**src/rtl/div_unit.sv**
```systemverilog
// Multi-cycle radix-2 restoring divider (DIV/DIVU) for the EX stage.
// One quotient bit per cycle. The result is held while EX keeps start_i
// high, so a stalled pipeline can resample it on any cycle.
module div_unit #(
  parameter int WIDTH = 32
) (
  input  logic               clk,
  input  logic               rst,
  input  logic               signed_div_i,
  input  logic [WIDTH-1:0]   opdata1_i,
  input  logic [WIDTH-1:0]   opdata2_i,
  input  logic               start_i,
  input  logic               annul_i,
  output logic [2*WIDTH-1:0] result_o,
  output logic               ready_o,
  output logic               stallreq_o
);

  localparam int CW = $clog2(WIDTH) + 1;

  typedef enum logic [1:0] {
    ST_FREE    = 2'd0,
    ST_BY_ZERO = 2'd1,
    ST_ON      = 2'd2,
    ST_END     = 2'd3
  } state_e;

  // Two's-complement negation at operand width.
  function automatic logic [WIDTH-1:0] twos_neg(input logic [WIDTH-1:0] v);
    return ~v + {{(WIDTH-1){1'b0}}, 1'b1};
  endfunction

  state_e               state_q, state_d;
  logic [CW-1:0]        cnt_q, cnt_d;
  logic [2*WIDTH:0]     w_q, w_d;
  logic [WIDTH-1:0]     dvsr_q, dvsr_d;
  logic                 n1_q, n1_d;      // dividend was negative (signed op)
  logic                 n2_q, n2_d;      // divisor was negative (signed op)
  logic [2*WIDTH-1:0]   result_q, result_d;
  logic                 ready_q, ready_d;

  logic [WIDTH:0]       diff_s;
  logic [WIDTH-1:0]     op1_mag_s, op2_mag_s;
  logic [WIDTH-1:0]     quot_s, rem_s;

  // Next-state, datapath step and result formatting.
  always_comb begin
    state_d  = state_q;
    cnt_d    = cnt_q;
    w_d      = w_q;
    dvsr_d   = dvsr_q;
    n1_d     = n1_q;
    n2_d     = n2_q;
    result_d = result_q;
    ready_d  = ready_q;

    // Trial subtraction; the top bit is the borrow that decides restore vs keep.
    diff_s = {1'b0, w_q[2*WIDTH-1:WIDTH]} - {1'b0, dvsr_q};

    if (signed_div_i && opdata1_i[WIDTH-1]) begin
      op1_mag_s = twos_neg(opdata1_i);
    end else begin
      op1_mag_s = opdata1_i;
    end
    if (signed_div_i && opdata2_i[WIDTH-1]) begin
      op2_mag_s = twos_neg(opdata2_i);
    end else begin
      op2_mag_s = opdata2_i;
    end

    // Sign fixup: quotient negative when signs differ, remainder follows dividend.
    if (n1_q ^ n2_q) begin
      quot_s = twos_neg(w_q[WIDTH-1:0]);
    end else begin
      quot_s = w_q[WIDTH-1:0];
    end
    if (n1_q) begin
      rem_s = twos_neg(w_q[2*WIDTH:WIDTH+1]);
    end else begin
      rem_s = w_q[2*WIDTH:WIDTH+1];
    end

    case (state_q)
      ST_FREE: begin
        if (start_i && !annul_i) begin
          if (opdata2_i == {WIDTH{1'b0}}) begin
            state_d = ST_BY_ZERO;
          end else begin
            state_d = ST_ON;
            cnt_d   = {CW{1'b0}};
            w_d     = {{WIDTH{1'b0}}, op1_mag_s, 1'b0};
            dvsr_d  = op2_mag_s;
            n1_d    = signed_div_i & opdata1_i[WIDTH-1];
            n2_d    = signed_div_i & opdata2_i[WIDTH-1];
          end
        end else begin
          state_d = ST_FREE;
        end
      end
      ST_BY_ZERO: begin
        // Divide by zero yields an all-zero result with no trap.
        state_d  = ST_END;
        w_d      = {(2*WIDTH+1){1'b0}};
        result_d = {(2*WIDTH){1'b0}};
        ready_d  = 1'b1;
      end
      ST_ON: begin
        if (annul_i) begin
          state_d = ST_FREE;
          cnt_d   = {CW{1'b0}};
        end else if (cnt_q != CW'(WIDTH)) begin
          if (diff_s[WIDTH]) begin
            w_d = {w_q[2*WIDTH-1:0], 1'b0};
          end else begin
            w_d = {diff_s[WIDTH-1:0], w_q[WIDTH-1:0], 1'b1};
          end
          cnt_d = cnt_q + {{(CW-1){1'b0}}, 1'b1};
        end else begin
          result_d = {rem_s, quot_s};
          ready_d  = 1'b1;
          state_d  = ST_END;
          cnt_d    = {CW{1'b0}};
        end
      end
      ST_END: begin
        // Hold the result until EX drops its request.
        if (!start_i) begin
          state_d  = ST_FREE;
          ready_d  = 1'b0;
          result_d = {(2*WIDTH){1'b0}};
        end else begin
          state_d = ST_END;
        end
      end
      default: begin
        state_d  = ST_FREE;
        cnt_d    = {CW{1'b0}};
        ready_d  = 1'b0;
        result_d = {(2*WIDTH){1'b0}};
      end
    endcase
  end

  // State and datapath registers with synchronous reset.
  always_ff @(posedge clk) begin
    if (rst) begin
      state_q  <= ST_FREE;
      cnt_q    <= {CW{1'b0}};
      w_q      <= {(2*WIDTH+1){1'b0}};
      dvsr_q   <= {WIDTH{1'b0}};
      n1_q     <= 1'b0;
      n2_q     <= 1'b0;
      result_q <= {(2*WIDTH){1'b0}};
      ready_q  <= 1'b0;
    end else begin
      state_q  <= state_d;
      cnt_q    <= cnt_d;
      w_q      <= w_d;
      dvsr_q   <= dvsr_d;
      n1_q     <= n1_d;
      n2_q     <= n2_d;
      result_q <= result_d;
      ready_q  <= ready_d;
    end
  end

  assign result_o   = result_q;
  assign ready_o    = ready_q;
  assign stallreq_o = start_i & ~annul_i & ~ready_q;

endmodule

```
**config.mk**
```make
export PLATFORM = sky130hd
export DESIGN_NAME = div_unit
export DESIGN_NICKNAME = d
export VERILOG_FILES = /design/src/rtl/div_unit.sv
export SDC_FILE = /design/constraint.sdc
export NUM_CORES = 1
export LEC_CHECK = 0
export CORE_UTILIZATION = 35
export CTS_CLUSTER_DIAMETER = 120
export DETAILED_ROUTE_END_ITERATION = 8
export PLACE_DENSITY = 0.61
export RECOVER_POWER = 100
export SYNTH_ARGS = -nofsm -noshare
export SYNTH_HDL_FRONTEND = slang
export SYNTH_SLANG_ARGS = --single-unit
export TNS_END_PERCENT = 10
```
**constraint.sdc**
```tcl
create_clock -name clk -period 4.46 [get_ports clk]
set_input_delay 0.446 -clock clk [delete_from_list [all_inputs] [get_ports clk]]
set_output_delay 0.446 -clock clk [all_outputs]
set_load 0.01 [all_outputs]
```
; After elaboration in Yosys (flattened, before gate mapping)
; Index checks and enable logic that the tools add are counted.
; W data, S select, Z words.
[totals]
regBits = 172
input_bits = 69
output_inout_bits = 66
word_cells = 79
[classes]
reduce_logical = 13
eq_ne = 11
n_mux = 29
bitwise_logic = 12
n_addsub = 6
[op_table]
columns = operator, count
row1 = $mux W65, 5
row2 = $pmux W65 S3, 1
row3 = $mux W64, 3
row4 = $pmux W64 S3, 1
row5 = $add A32 B1 Y32 const B, 4
row6 = $mux W32, 4
row7 = $not A32 Y32, 4
row8 = $sub A32 B32 Y33, 1
row9 = $logic_not A32 Y1, 1
row10 = $mux W6, 4
row11 = $ne A2 B2 Y1 const B, 6
row12 = $pmux W6 S2, 1
row13 = $mux W2, 5
row14 = $pmux W2 S4, 1
row15 = $add A6 B1 Y6 const B, 1
row16 = $ne A6 B6 Y1 const B, 1
row17 = $reduce_and A3 Y1, 2
row18 = $reduce_bool A3 Y1, 2
row19 = $reduce_and A5 Y1, 1
row20 = $and A1 B1 Y1, 4
row21 = $eq A2 B2 Y1 const B, 2
row22 = $reduce_and A4 Y1, 1
row23 = $logic_and A1 B1 Y1, 3
row24 = $mux W1, 3
row25 = other kinds (8), 10

; Logic depth before layout (Yosys ltp)
; Gate-level depths: netlist of the first run.
[logic_depth]
word_depth = 6
ltp_mapped = 13
depth_no_buf = 11

; Worst setup path before layout of the first run
; Ideal clock, no wire load.
[synth_path]
kind = register -> register
start = register w_q[32]
end = register w_q[41]
required_time_ns = 4.331
path_buffers = 1
stages_incl_launch_ff = 13
slack_ns = 1.396
setup_ns = 0.129
arrival_time_ns = 2.935
period_less_slack_ns = 3.064
cell_sequence = dfxtp_1 inv_1 ha_1 fa_1 nor2b_1 o2111ai_1 a32oi_1 a2111o_1 nand4_1 nand2_2 clkbuf_1 mux2i_1 o21ai_0
[synth_between]
elab_chain_len = 5
[synth_rtl]
columns = element, line_no
row1 = from (decl), 35  ; logic [2*WIDTH:0] w_q, w_d;
row2 = from (signal assigned), 149  ; w_q <= {(2*WIDTH+1){1'b0}};
row3 = from (signal assigned), 158  ; w_q <= w_d;
row4 = $sub A32 B32 Y33, 58  ; diff_s = {1'b0, w_q[2*WIDTH-1:WIDTH]} - {1'b0, dvsr_q};
row5 = $mux W65, 112  ; if (diff_s[WIDTH]) begin
row6 = $mux W65, 111  ; end else if (cnt_q != CW'(WIDTH)) begin
row7 = $mux W65, 108  ; if (annul_i) begin
row8 = $pmux W65 S3, 83  ; case (state_q)
; Every way passes these cells. The select of a mux whose other input is x is not followed.
; A chain may end at the register's enable or synchronous reset.

; Final worst setup path of the first run
[layout_path]
start = input port opdata2_i[8]
end = register dvsr_q[4]
[layout_between]
elab_chain_len = 3
[layout_rtl]
columns = element, line_no
row1 = from (decl), 11  ; input logic [WIDTH-1:0] opdata2_i,
row2 = $logic_not A32 Y1, 86  ; if (opdata2_i == {WIDTH{1'b0}}) begin
row3 = $not A1 Y1 (no line), --
row4 = $reduce_and A3 Y1 (no line), --
row5 = to (signal assigned), 150  ; dvsr_q <= {WIDTH{1'b0}};
row6 = to (signal assigned), 159  ; dvsr_q <= dvsr_d;
row7 = to (decl), 36  ; logic [WIDTH-1:0] dvsr_q, dvsr_d;
; Every way passes these cells.

==> key figures, run 1 <==
Route
  • Drt first pass iters: 5
  • Vias/cell: 5.342
  • Final ANT Viol Nets: 0
  • DRT iter0 DRCs: 825
  • Total wire length: approximately 31000 um
  • M1 WL: 16570 um
  • Post-route DRC: 0
  • Detailed-route wire length per cell: 16.25 um
  • Met2 WL: 12880 um
  • Highest metal used: met4
  • Met3 routed WL: 1620 um
  • Via count: ~10000

Synth
  • Syn. warnings: 0
  • Synth cell types: 68
  • Post-Syn Area: about 11000 um2
  • FFs w/ async S/R, synth: 0%
  • Top cell type by total area after synthesis: dfxtp_1
  • Yosys top cell area share: a little under a third
  • Sequential area share after synthesis: 31.53%
  • Gate Count Post-Synth: 1432
  • Avg Cell Area, Syn: 7.627 um2
  • Top area cells in the synthesized netlist: dfxtp_1 32%, xor2_1 6.3%, nor2_1 6.0%
  • Syn nets: 1545
  • Ys flop type: dfxtp_1
  • Yosys reg bits: between 150 and 200
  • Number of enable flip-flop cells after synthesis: 0

Timing
  • Final Worst Setup Slack: between 0.7 and 0.8 ns
  • Fmax: between 0.2 and 0.3 GHz
  • Actual slew at the worst max-slew pin: 1.816 ns
  • Final Hold Fails: 0
  • Slew HR: -21.49%
  • Clk_skew: approximately 0.014 ns
  • Setup violators final: 0
  • Final slew viol count: 70
  • Tmin final: 3.748 ns
  • RSZ-0062 raised after global routing: no
  • Final period utilization: 84.04%
  • Sum Neg Setup Slack: 0 ns

Floorplanning
  • # IOs: 135
  • Chip height: 178.7 um
  • Std-Cell Rows: 64
  • Die X: 178.7 um
  • Initial cell density of the core: 35.61%
  • Area of the die: between 30000 and 40000 um2
  • Core ar.: 30670 um2

Worst setup path
  • Top Family by Delay on Critical Path: buffers and inverters
  • Worst EP required: 4.83 ns
  • Critical-path maximum fanout: 16
  • CP max stage delay: 0.62 ns
  • WP data arrival: 4.12 ns
  • Worst setup SP type: input pin
  • Worst-path cell chain: dlygate4sd3_1, or4_1, or4_1, nor3_2, clkbuf_1, a31o_1, clkbuf_1, nor2_1, a211oi_1
  • Slowest-stage cell, CP: clkbuf_1
  • Number of cells on the critical path: 9
  • Reg2reg path depth: 9
  • Critical Path End Type: flip-flop
  • Buf/Inv on CP: 3
  • WS Path Type: input pin to flip-flop

Power and ir drop
  • Peak supply drop: 293.2 uV
  • Power per cell area: 293.9 nW/um2
  • Pleak: 0.004995 uW

Clock network
  • Worst skew pair latency: about 0.45 ns
  • Hold Buf Count CTS: 0
  • H-tree Lvls: 4
  • CTS buffer count: 17
  • Worst-case clock buffer depth: 2
  • Post_cts resized: 0
  • Reg clk slew, reported paths: 0.08 ns
  • CTS root buffer: clkbuf_16
  • CTS tree: done
  • Sink Count: 172
  • Setup bufs post-CTS: 0

Placement
  • Detail Placement HPWL: 24080 um
  • Cells after DPL: 1898
  • GPL Wtd Cong: a little under 0.9
  • I/O Buffers: 134
  • Dpl ws: about 0.63 ns

Final layout
  • Diodes inserted: 0
  • Area growth syn-to-layout: 20.32%
  • Final nets: ~1600
  • Non-filler cells, final: 1930
  • Share of cells above drive strength 1: 4.368%

Global routing
  • Overall global routing resource usage: 20.10%
  • Pin count of the biggest net entering global routing: 59
  • Initial antenna violation count: 0
  • GRT overflow: 0
  • Vias in the first global route: ~9400
  • First-pass GRT wire length: 50810 um

Run status
  • Outcome: finished with violations
  • Failing checks: capacitance limit, slew limit

Hold path
  • Worst hold path class: flip-flop to flip-flop
  • Hold Crit Depth: 2

Job
  • Max-Cap Viols: 2
## cell usage after synthesis (10+ instances only)
cell / instances
o31ai_1: 20
nand2_1: 161
a32oi_1: 15
ha_1: 43
o41ai_1: 15
nor3_1: 41
nor2_1: 174
clkbuf_1: 72
nor4_1: 13
nand4_1: 10
a21oi_1: 100
a211oi_1: 52
o21ai_0: 102
a31oi_1: 13
a22oi_1: 16
mux2i_1: 18
o21ai_1: 13
xnor2_1: 70
or4_1: 11
nand3_1: 32
inv_1: 58
nand2b_1: 11
or3_1: 13
xor2_1: 78
dfxtp_1: 172
## per-layer routing
metal,global-route usage (%),up-vias
met1,31.11,4731
met2,28.59,273
met5,0,-
li1,-,5284
met4,4.626,0
met3,3.053,23
## cell type report
cell class	instances	area, um2
Clock buffer	20	466.7
Tap cell	396	495.5
Sequential cell	172	3443
Clock inverter	12	128.9
Timing Repair Buffer	149	1433
Inverter	58	217.7
Multi-Input combinational cell	1123	6957
Fill cell	3138	17530
## cell usage in the layout (no fill, tap or decap), drive strengths merged, types with 6 or more instances in the layout
master | netlist | final
o41ai | 17 | 17
nor4 | 14 | 14
dfxtp | 172 | 172
xor2 | 78 | 78
nand2 | 162 | 162
nand2b | 11 | 11
o31ai | 22 | 22
nor2 | 175 | 175
or4 | 13 | 13
or3 | 14 | 14
nor3 | 42 | 42
or2 | 8 | 8
a211oi | 52 | 52
a22oi | 16 | 16
a21o | 8 | 8
buf | 7 | 10
inv | 58 | 63
a31oi | 13 | 13
o21ai | 115 | 115
nand3 | 32 | 32
clkdlybuf4s50 | 0 | 65
a21oi | 100 | 100
a32oi | 15 | 15
nand4 | 10 | 10
ha | 43 | 43
o21a | 6 | 6
and2 | 9 | 9
o211ai | 7 | 7
xnor2 | 70 | 70
clkbuf | 72 | 26
mux2i | 18 | 18
dlygate4sd3 | 0 | 68
## cells by family after synthesis
kind of cell / synth area share, %
compound gates: 23.67
xor+xnor: 11.87
fa+ha+maj: 5.109
buf+inv: 4.834
flops: 31.53
mux: 1.650
simple gates: 21.34
## final timing paths
kind / start / end / slack, ns
worst max register to register: state_q[0]$_SDFFE_PP0P_ / result_o[47]$_SDFFE_PP0P_ / 0.81
worst min register to register: result_o[56]$_SDFFE_PP0P_ / result_o[56]$_SDFFE_PP0P_ / 0.45
worst min-delay path: result_o[56]$_SDFFE_PP0P_ / result_o[56]$_SDFFE_PP0P_ / 0.45
worst max-delay path: opdata2_i[8] / dvsr_q[4]$_SDFFE_PP0P_ / 0.71
## worst register-to-register path: cells and delay by family (launching register included)
kind / cells / cell delay (ns)
buf+inv: 3 / 0.80
fa+ha+maj: 1 / 0.22
flops: 1 / 0.38
compound gates: 2 / 0.21
simple gates: 3 / 1.95
## flip-flops by register name, summed over array words and instances (netlist names)
signal	cells
n2_q	1
result_o	64
state_q	2
dvsr_q	32
cnt_q	6
w_q	65
n1_q	1
ready_o	1
## power by group
| group | leakage [uW] | switching [uW] | total (uW) | internal, uW |
|---|---|---|---|---|
| registers | 0.00140 | 50.0 | 1630 | 1580 |
| clock network | 0.000281 | 694 | 1520 | 830 |
| logic | 0.00332 | 424 | 707 | 283 |
| total | 0.00499 | 1170 | 3860 | 2690 |
## through the flow
| step | utilization (%) | hold slack, ns | total power, uW | instance area [um2] |
|---|---|---|---|---|
| floorplan | - | 0.4319 | 2132 | 10920 |
| global placement | 41.02 | 0.4375 | 2360 | 12580 |
| global route | 42.85 | 0.4641 | 4036 | 13140 |
| finish | 42.85 | 0.4468 | 3863 | 13140 |
| detailed placement | 41.02 | 0.4417 | 2370 | 12580 |
| CTS | 42.97 | 0.4516 | 3897 | 13180 |
(Power assumes the default switching activity.)
==> inputs of run 2 (changes only) <==
==> constraint.sdc (replaced) <==
create_clock -name clk -period 3.85 [get_ports clk]
set_input_delay 0.385 -clock clk [delete_from_list [all_inputs] [get_ports clk]]
set_output_delay 0.385 -clock clk [all_outputs]
set_load 0.01 [all_outputs]
==> key figures, run 2 (synthesis gave the netlist of run 1 again) <==
Worst setup path
  • WP data arrival: 3.73 ns (-0.39 ns)
  • Worst EP required: 4.19 ns (-0.64 ns)
  • Critical-path maximum fanout: 11 (-5)
  • Worst setup SP type: input pin
  • WS Path Type: input pin to flip-flop
  • Critical Path End Type: flip-flop
  • R2R Setup Slk: 0.60 ns (-0.21 ns)

Power and ir drop
  • Peak supply drop: 325.7 uV (+11%)
  • Switching power: 1334 uW (+14%)
  • Seq pwr share: 41.9% (-0.4 points)
  • Switching portion of total power: 29.55% (-0.68 points)
  • Logic gate share of total power: 18.2% (about the same)
  • Cell-internal power: 3181 uW (+18%)
  • Pleak: 0.005087 uW (+1.8%)
  • Clock Power Share: 39.9% (+0.5 points)
  • Power per cell area: 339.7 nW/um2 (+16%)

Final layout
  • Final nets: 1649 (+0.92%)
  • Biggest register: w_q
  • Most common cell after layout, fill and taps aside: nor2_1
  • Most frequent cells in the layout: 173 x nor2_1, 172 x dfxtp_1, 161 x nand2_1, 113 x o21ai_0, 100 x a21oi_1
  • Fill count: 3122 (-0.51%)
  • Diodes inserted: 0 (unchanged)
  • Share of cells above drive strength 1: 5.100% (+0.73 points)
  • Area of the multi-input gates: 6963 um2 (about the same)
  • Largest register FFs: 65 (unchanged)
  • Area growth syn-to-layout: 21.67%
  • Register area: 3443 um2 (unchanged)

Floorplanning
  • Std-Cell Rows: 64 (unchanged)
  • Die X: 178.7 um (unchanged)
  • Area of the die: 31920 um2 (unchanged)
  • Chip height: 178.7 um (unchanged)
  • # IOs: 135 (unchanged)
  • Initial cell density of the core: 35.61% (unchanged)
  • Core ar.: 30670 um2 (unchanged)

Global routing
  • Initial antenna violation count: 0 (unchanged)
  • Pin count of the biggest net entering global routing: 66 (+12%)
  • Overall global routing resource usage: 19.87% (-0.23 points)
  • First-pass GRT wire length: 50690 um (-0.24%)
  • GRT overflow: 0 (unchanged)
  • Vias in the first global route: 9558 (+1.4%)

Clock network
  • Hold Buf Count CTS: 0 (unchanged)
  • Sink Count: 172 (unchanged)
  • Worst skew pair latency: 0.44 ns (about the same)
  • CTS tree: done
  • Post_cts resized: 0 (unchanged)
  • Worst-case clock buffer depth: 2 (unchanged)
  • CTS buffer count: 17 (unchanged)
  • Setup bufs post-CTS: 0 (unchanged)
  • Reg clk slew, reported paths: 0.08 ns (about the same)
  • CTS root buffer: clkbuf_16
  • H-tree Lvls: 4 (unchanged)

Timing
  • Sum Neg Setup Slack: 0 ns (unchanged)
  • Fmax: 0.2950 GHz
  • Tmin final: 3.389 ns
  • Final period utilization: 88.03%
  • RSZ-0062 raised after global routing: no
  • Final slew viol count: 0 (-100%)
  • Clk_skew: 0.01995 ns (+0.005506 ns)
  • Fin Hold WS: 0.4480 ns (+0.001175 ns)
  • Final Hold Fails: 0 (unchanged)
  • Setup violators final: 0 (unchanged)
  • Slew HR: 21.83% (+43 points)
  • Actual slew at the worst max-slew pin: 1.171 ns (-0.6443 ns)

Route
  • Vias/cell: 5.348 (about the same)
  • Final ANT Viol Nets: 0 (unchanged)
  • Detailed-route wire length per cell: 15.96 um (-1.8%)
  • Post-route DRC: 0 (unchanged)
  • Via count: 10400 (+0.87%)
  • Total wire length: 31040 um (-1.0%)
  • DRT iter0 DRCs: 647 (-22%)
  • Drt first pass iters: 5 (unchanged)

Placement
  • I/O Buffers: 134 (unchanged)
  • Detail Placement HPWL: 23900 um (-0.74%)
  • GPL Wtd Cong: 0.8775 (-0.34%)

Job
  • Max-Cap Viols: 0 (-2)

Run status
  • Outcome: finished clean

Hold path
  • Worst hold path class: flip-flop to flip-flop
## run 2: area by class of cell
cell class | count | area share (%)
clock buffers | 20 | 3.437
well taps | 396 | 3.728
inverters | 58 | 1.638
flip-flops and latches | 172 | 25.91
multi-input cells | 1123 | 52.40
clock inverters | 12 | 1.111
repair buffers | 164 | 11.78
## run 2: worst paths after layout
path                             start                   endpoint  cells past startpoint
max                       opdata2_i[8]      cnt_q[5]$_SDFFE_PP0P_                      9
min          result_o[52]$_SDFFE_PP0P_  result_o[52]$_SDFFE_PP0P_                      2
max reg2reg       w_q[36]$_SDFFE_PP0P_       w_q[55]$_SDFFE_PP0P_                      9
min reg2reg  result_o[52]$_SDFFE_PP0P_  result_o[52]$_SDFFE_PP0P_                      2
## run 2: critical path, stage by stage
cell and delay, ns:
dlygate4sd3_1 0.60, or4_1 0.58, or4_1 0.49, nor3_1 0.32, a31o_1 0.44, o21ai_0 0.44, nand4_1 0.26, xor2_1 0.16
nor2_1 0.05
## run 2: power groups by stage
stage / logic [uW] / registers [uW] / clock network, uW
5_1_grt: 916 / 1900 / 1890
4_1_cts: 823 / 1890 / 1830
3_5_place_dp: 820 / 1930 / 0
2_1_floorplan: 559 / 1910 / 0
6_report: 821 / 1890 / 1800
3_3_place_gp: 812 / 1930 / 0
## run 2: routing by layer
layer  global-route usage [%]  up-vias  routed length, um
met1                    30.62     4747              16070
met2                    28.67      289              12860
met3                    2.693       29               1738
met4                    4.626        0                365
li1                         -     5336                  -
met5                        0        -                  0
## run 2: metrics by stage
stage | instance area (um2) | total power, uW | utilization, % | cells | setup WS (ns)
2_1_floorplan | 10920 | 2469 | - | 1432 | 0.7864
3_3_place_gp | 12720 | 2740 | 41.47 | 1913 | 0.4367
3_5_place_dp | 12720 | 2751 | 41.47 | 1913 | 0.4228
4_1_cts | 13320 | 4540 | 43.44 | 1945 | 0.6168
5_1_grt | 13290 | 4707 | 43.33 | 1945 | 0.2020
6_report | 13290 | 4515 | 43.33 | 1945 | 0.4607
